<file path="src/rtl/button_pkg.sv">
// rtl/button_pkg.sv - default parameters, channel state encoding and clog2 helper for the button bank
package button_pkg;

  localparam int DEF_N_BTN          = 4;
  localparam int DEF_TICK_DIV       = 400000;
  localparam int DEF_STABLE_SAMPLES = 3;
  localparam int DEF_HOLD_TICKS     = 250;
  localparam int DEF_REPEAT_TICKS   = 50;

  typedef enum logic [1:0] {
    CH_UP   = 2'd0,
    CH_DOWN = 2'd1,
    CH_LONG = 2'd2
  } chan_state_e;

  // Never returns less than 1 so it can size a vector directly.
  function automatic int clog2(input int value);
    int result;
    int rem;
    result = 0;
    rem    = value - 1;
    while (rem > 0) begin
      result = result + 1;
      rem    = rem >> 1;
    end
    if (result < 1) begin
      result = 1;
    end
    return result;
  endfunction

endpackage

</file>
<file path="src/rtl/button_chan.sv">
// rtl/button_chan.sv - one debounced button channel: sample history, level, edge pulses and hold/auto-repeat
module button_chan
  import button_pkg::*;
#(
  parameter int STABLE_SAMPLES = DEF_STABLE_SAMPLES,
  parameter int HOLD_TICKS     = DEF_HOLD_TICKS,
  parameter int REPEAT_TICKS   = DEF_REPEAT_TICKS
) (
  input  logic clk,
  input  logic rst,
  input  logic sample,
  input  logic tick,
  input  logic eval,
  output logic level,
  output logic press,
  output logic release_pulse,
  output logic repeat_pulse,
  output logic long_hold
);

  localparam int HW = clog2(HOLD_TICKS + REPEAT_TICKS + 1);
  localparam logic [HW-1:0] HOLD_AT = HW'(HOLD_TICKS);
  localparam logic [HW-1:0] WRAP_AT = HW'(HOLD_TICKS + REPEAT_TICKS);

  chan_state_e               state;
  chan_state_e               state_nxt;
  logic [STABLE_SAMPLES-1:0] hist;
  logic [HW-1:0]             hold_cnt;
  logic [HW-1:0]             hold_nxt;
  logic [HW-1:0]             hold_inc;
  logic                      all_ones;
  logic                      all_zeros;
  logic                      rpt_hit;
  logic                      press_nxt;
  logic                      release_nxt;
  logic                      repeat_nxt;

  assign all_ones  = &hist;
  assign all_zeros = ~|hist;
  assign hold_inc  = hold_cnt + 1'b1;
  // The counter runs HOLD_AT..WRAP_AT in a loop after the first repeat, so both ends fire.
  assign rpt_hit   = (hold_inc == HOLD_AT) || (hold_inc == WRAP_AT);

  always_ff @(posedge clk) begin
    if (rst) begin
      state         <= CH_UP;
      hist          <= '0;
      hold_cnt      <= '0;
      press         <= 1'b0;
      release_pulse <= 1'b0;
      repeat_pulse  <= 1'b0;
    end else begin
      if (tick) begin
        hist <= {hist[STABLE_SAMPLES-2:0], sample};
      end
      state         <= state_nxt;
      hold_cnt      <= hold_nxt;
      press         <= press_nxt;
      release_pulse <= release_nxt;
      repeat_pulse  <= repeat_nxt;
    end
  end

  // eval trails tick by one clk, so history is already updated when it is judged.
  always_comb begin
    state_nxt   = state;
    hold_nxt    = hold_cnt;
    press_nxt   = 1'b0;
    release_nxt = 1'b0;
    repeat_nxt  = 1'b0;
    if (eval) begin
      case (state)
        CH_UP: begin
          hold_nxt = '0;
          if (all_ones) begin
            state_nxt = CH_DOWN;
            press_nxt = 1'b1;
          end
        end
        CH_DOWN, CH_LONG: begin
          if (all_zeros) begin
            state_nxt   = CH_UP;
            hold_nxt    = '0;
            release_nxt = 1'b1;
          end else begin
            hold_nxt = (hold_inc == WRAP_AT) ? HOLD_AT : hold_inc;
            if (rpt_hit) begin
              repeat_nxt = 1'b1;
              state_nxt  = CH_LONG;
            end
          end
        end
        default: begin
          state_nxt = CH_UP;
          hold_nxt  = '0;
        end
      endcase
    end
  end

  always_comb begin
    level     = (state != CH_UP);
    long_hold = (state == CH_LONG);
  end

endmodule

</file>
<file path="src/rtl/button_bank.sv">
// rtl/button_bank.sv - input synchronizers, shared sample tick and one debounce channel per button
module button_bank
  import button_pkg::*;
#(
  parameter int N_BTN          = DEF_N_BTN,
  parameter int TICK_DIV       = DEF_TICK_DIV,
  parameter int STABLE_SAMPLES = DEF_STABLE_SAMPLES,
  parameter int HOLD_TICKS     = DEF_HOLD_TICKS,
  parameter int REPEAT_TICKS   = DEF_REPEAT_TICKS
) (
  input  logic             clk,
  input  logic             rst,
  input  logic [N_BTN-1:0] in,
  output logic [N_BTN-1:0] level,
  output logic [N_BTN-1:0] press,
  output logic [N_BTN-1:0] release_pulse,
  output logic [N_BTN-1:0] repeat_pulse,
  output logic [N_BTN-1:0] long_hold
);

  localparam int CW = clog2(TICK_DIV);
  localparam logic [CW-1:0] TICK_LAST = CW'(TICK_DIV - 1);

  logic [N_BTN-1:0] sync_q1;
  logic [N_BTN-1:0] sync_q2;
  logic [CW-1:0]    tick_cnt;
  logic             tick;
  logic             eval;

  assign tick = (tick_cnt == TICK_LAST);

  always_ff @(posedge clk) begin
    if (rst) begin
      sync_q1  <= '0;
      sync_q2  <= '0;
      tick_cnt <= '0;
      eval     <= 1'b0;
    end else begin
      sync_q1  <= in;
      sync_q2  <= sync_q1;
      tick_cnt <= tick ? '0 : tick_cnt + 1'b1;
      eval     <= tick;
    end
  end

  generate
    for (genvar i = 0; i < N_BTN; i++) begin : g_chan
      button_chan #(
        .STABLE_SAMPLES(STABLE_SAMPLES),
        .HOLD_TICKS    (HOLD_TICKS),
        .REPEAT_TICKS  (REPEAT_TICKS)
      ) u_chan (
        .clk          (clk),
        .rst          (rst),
        .sample       (sync_q2[i]),
        .tick         (tick),
        .eval         (eval),
        .level        (level[i]),
        .press        (press[i]),
        .release_pulse(release_pulse[i]),
        .repeat_pulse (repeat_pulse[i]),
        .long_hold    (long_hold[i])
      );
    end
  endgenerate

endmodule

</file>
<file path="config.mk">
export PLATFORM = sky130hd
export DESIGN_NAME = button_bank
export DESIGN_NICKNAME = d
export VERILOG_FILES = /design/src/rtl/button_pkg.sv /design/src/rtl/button_chan.sv /design/src/rtl/button_bank.sv
export SDC_FILE = /design/constraint.sdc
export NUM_CORES = 1
export LEC_CHECK = 0
export ABC_AREA = 1
export CORE_ASPECT_RATIO = 0.6
export CORE_MARGIN = 4
export CORE_UTILIZATION = 60
export CTS_BUF_LIST = sky130_fd_sc_hd__clkbuf_4 sky130_fd_sc_hd__clkbuf_8
export CTS_CLUSTER_DIAMETER = 150
export DETAILED_ROUTE_END_ITERATION = 16
export MAX_ROUTING_LAYER = met4
export PLACE_DENSITY = 0.89
export SYNTH_ARGS = -nofsm -noshare
export SYNTH_HDL_FRONTEND = slang
export SYNTH_SLANG_ARGS = --single-unit
</file>
<file path="constraint.sdc">
create_clock -name clk -period 2.48 [get_ports clk]
set_clock_uncertainty 0.05 [all_clocks]
set_input_delay 0.496 -clock clk [delete_from_list [all_inputs] [get_ports clk]]
set_output_delay 0.496 -clock clk [all_outputs]
set_load 0.02 [all_outputs]
</file>
==> results of run 1 <==
==> per-layer routing <==
layer | part of all wire | vias up | routed length [um]
li1 | - | 2350 | -
met1 | 0.47 | 2178 | 5550
met2 | 0.45 | 176 | 5310
met3 | 0.065 | 19 | 766
met4 | 0.016 | 0 | 189
met5 | 0 | - | 0
==> synth_stat cells, types with 4 or more instances <==
library cell	number
nor2_4	9
inv_2	5
o21ai_0	14
nand3_2	7
nand4_1	11
nand3b_1	4
a21oi_1	49
o22ai_1	4
a211oi_1	6
ha_1	25
nand2_2	16
nor3_1	13
buf_4	21
xor2_1	6
o21bai_1	4
or2_2	5
nor2_1	77
buf_6	4
nand2_1	180
a21oi_2	4
nand3_1	56
inv_1	93
dfxtp_1	96
clkbuf_1	7
==> stage by stage <==
stage / std cells / hold WS [ns] / worst slack, ns
finish: 865 / 0.358 / 0.153
global route: 865 / 0.387 / 0.0736
CTS: 865 / 0.360 / 0.138
floorplan: 738 / 0.338 / 0.795
detailed placement: 849 / 0.347 / 0.293
global placement: 849 / 0.350 / 0.355
==> layout by cell type (no fill, tap or decap), types with 3 or more instances in the layout <==
| cell | count |
|---|---|
| a211oi_1 | 6 |
| a21oi_1 | 49 |
| a21oi_2 | 4 |
| a22oi_1 | 3 |
| buf_4 | 8 |
| clkbuf_8 | 11 |
| clkdlybuf4s50_1 | 25 |
| dfxtp_1 | 96 |
| ha_1 | 25 |
| inv_1 | 93 |
| inv_2 | 5 |
| nand2_1 | 180 |
| nand2_2 | 16 |
| nand2_4 | 3 |
| nand3_1 | 56 |
| nand3_2 | 7 |
| nand3b_1 | 4 |
| nand4_1 | 11 |
| nor2_1 | 77 |
| nor2_4 | 9 |
| nor3_1 | 13 |
| o21ai_0 | 14 |
| o21bai_1 | 4 |
| o22ai_1 | 4 |
| or2_2 | 5 |
| xor2_1 | 6 |
==> area by class of cell <==
type	count	area, sq um	area share
timing repair buffer	33	310	0.0545
multi-input combinational	510	2720	0.478
clock buffer	11	151	0.0266
sequential	96	1920	0.338
tap	112	140	0.0246
clock inverter	5	78.8	0.0138
inverter	98	368	0.0646
==> path summary, 6_finish.rpt <==
check | slack, ns | startpoint | to
max reg2reg | 0.31 | g_chan[0].u_chan.state[0] | g_chan[0].u_chan.hold_cnt[0]
max | 0.15 | g_chan[1].u_chan.state[0] | level[1]
min | 0.36 | sync_q1[3] | sync_q2[3]
min reg2reg | 0.36 | sync_q1[3] | sync_q2[3]
==> registers in the layout, indices dropped and copies added (netlist names) <==
signal                       cells
g_chan.u_chan.hold_cnt          36
eval                             1
g_chan.u_chan.state              8
g_chan.u_chan.release_pulse      4
sync_q1                          4
g_chan.u_chan.press              4
g_chan.u_chan.repeat_pulse       4
tick_cnt                        19
g_chan.u_chan.hist              12
sync_q2                          4
==> worst register-to-register path, cell delays in order (launching register included) <==
cell and delay, ns:
dfxtp_1 0.38, inv_1 0.10, ha_1 0.33, inv_1 0.05, nor2_1 0.18, inv_1 0.11, nor2_1 0.55, a21oi_1 0.17
a211oi_1 0.18
==> power groups by stage <==
stage / registers, mW / clock network (mW) / logic [mW]
after floorplan: 1.59 / 0 / 0.0374
after global placement: 1.59 / 0 / 0.0498
after detailed placement: 1.59 / 0 / 0.0516
after CTS: 1.56 / 1.18 / 0.0515
after global routing: 1.56 / 1.25 / 0.0584
final: 1.56 / 1.16 / 0.0517
==> logic make-up after synthesis <==
family	synth area share
buf+inv	0.117
fa+ha+maj	0.0595
compound gates	0.0916
flops	0.366
simple gates	0.355
xor+xnor	0.0117
==> run summary, run 1 <==
Internal cell power = 2.19 mW
Post-cts resize count = 0
R2R depth = 8
Hold depth = 2
Sequential area share after synthesis = 0.366
Clock transition at path regs = 0.09 ns
Leading area contributor after synthesis = dfxtp_1
Crit path max-delay family = buffers and inverters
Met3 usage = 0.0551
Maxcap violations = 0
Startpoint Class = flop
Final min period = 2.33 ns
DP Area = 0.00546 sq mm
# diodes = 0
Die Area = 0.0104 sq mm
Grt peak-use layer = met2
CP Buf/Inv Count = 3
Top cells by area, synth = dfxtp_1 37%, nand2_1 13%, inv_1 6.6%, ha_1 5.9%, nor2_1 5.5%
Die X = 129 um
Slew Limit Fails = 0
# H-tree levels = 3
CP Max Fanout = 3
Maximum VDD drop = 0.413 mV
CP Cell Sequence = inv_1 > ha_1 > inv_1 > clkdlybuf4s50_1
Row count = 26
PwrDens = 487 mW/mm^2
Total track usage = 0.247
Post-synth EDFFs = 0
Psw = 0.581 mW
Total grt overflow = 0
Net Sw Frac = 0.210
Finished Core Util = 0.668
Most used DFF post-synth = dfxtp_1
#FFs+latches synth = 96
Clk sinks = 96
Post-Syn Instances = 738
Largest net degree at the start of global routing = 28
CP Class = flop to output port
Comb power frac = 0.019
Syn nets = 769
Final nets = 779
Initial antenna violation count = 0
Fin. Hold Viols = 0
Drt drc = 0
DRT Wirelength = 11.8 mm
Clk root buf = clkbuf_8
Max incr delay on CP = 0.60 ns
Final Total Pwr = 2.77 mW
Critical path required time = 1.93 ns
Post-CTS setup buffer count = 0
Fillers = 697
Share of layout cells above drive strength 1 = 0.106
Netlist cell types = 39
Met2 Usage GRT = 0.383
CTS tree = yes
Outcome = complete, no violations
Met1 usage = 0.320
Port bufs = 25
Number of cells on the critical path = 4
Cts bufs inserted = 9
Core Box Area = 0.00852 sq mm
DR vias = 4723
Gpl congestion = 0.909
Syn. warnings = 0
Detailed Routing Iterations Pass 1 = 5
WP data arrival = 1.78 ns
Highest-delay cell along the critical path = clkdlybuf4s50_1
Avg WL per Cell = 13.6 um
Rel. slew slack = 0.530
Leak = 2.23 nW
Syn Area/Cell = 7.12 sq um
Worst skew pair latency = 0.37 ns
Via density = 5.46
Detailed Place HPWL = 8.78 mm
Sequential Power Share = 0.562
Async SR Flop Fraction = 0
Finish-stage setup viols = 0
Vias in the first global route = 4385
Most Frequent Cell on Critical Path = inv_1
TNS Setup = 0 ns
Post-synth top area share = 0.366
Design area = 0.00569 sq mm
Area growth from synthesis to layout = 8.26%
CTS Buffer Depth = 2
Routed Antenna Nets = 0
CP endpoint kind = output port
Chip height = 80.5 um
Hold Crit Class = flop to flop
Crit share post-route = 0.938
Initial Util = 0.617
RSZ-0062 raised after global routing = no
IO Pins = 26
Synthesized area = 0.00526 sq mm
Drt initial violations = 327
First-pass GRT wire length = 20.2 mm
Slew @ Worst Pin = 0.703 ns
Hold_buf cts = 0
Clk pwr share = 0.420
Max frequency = 0.430 GHz
Note: power is estimated with default switching activity, not from simulation.
==> run 2, diff against run 1 <==
--- a/config.mk
+++ b/config.mk
@@ -12,6 +12,7 @@
 export CTS_BUF_LIST = sky130_fd_sc_hd__clkbuf_4 sky130_fd_sc_hd__clkbuf_8
 export CTS_CLUSTER_DIAMETER = 150
 export DETAILED_ROUTE_END_ITERATION = 16
+export HOLD_SLACK_MARGIN = 0.05
 export MAX_ROUTING_LAYER = met4
 export PLACE_DENSITY = 0.89
 export SYNTH_ARGS = -nofsm -noshare
==> results of run 2 <==
Final layout, timing and power as in run 1 (identical DEF).
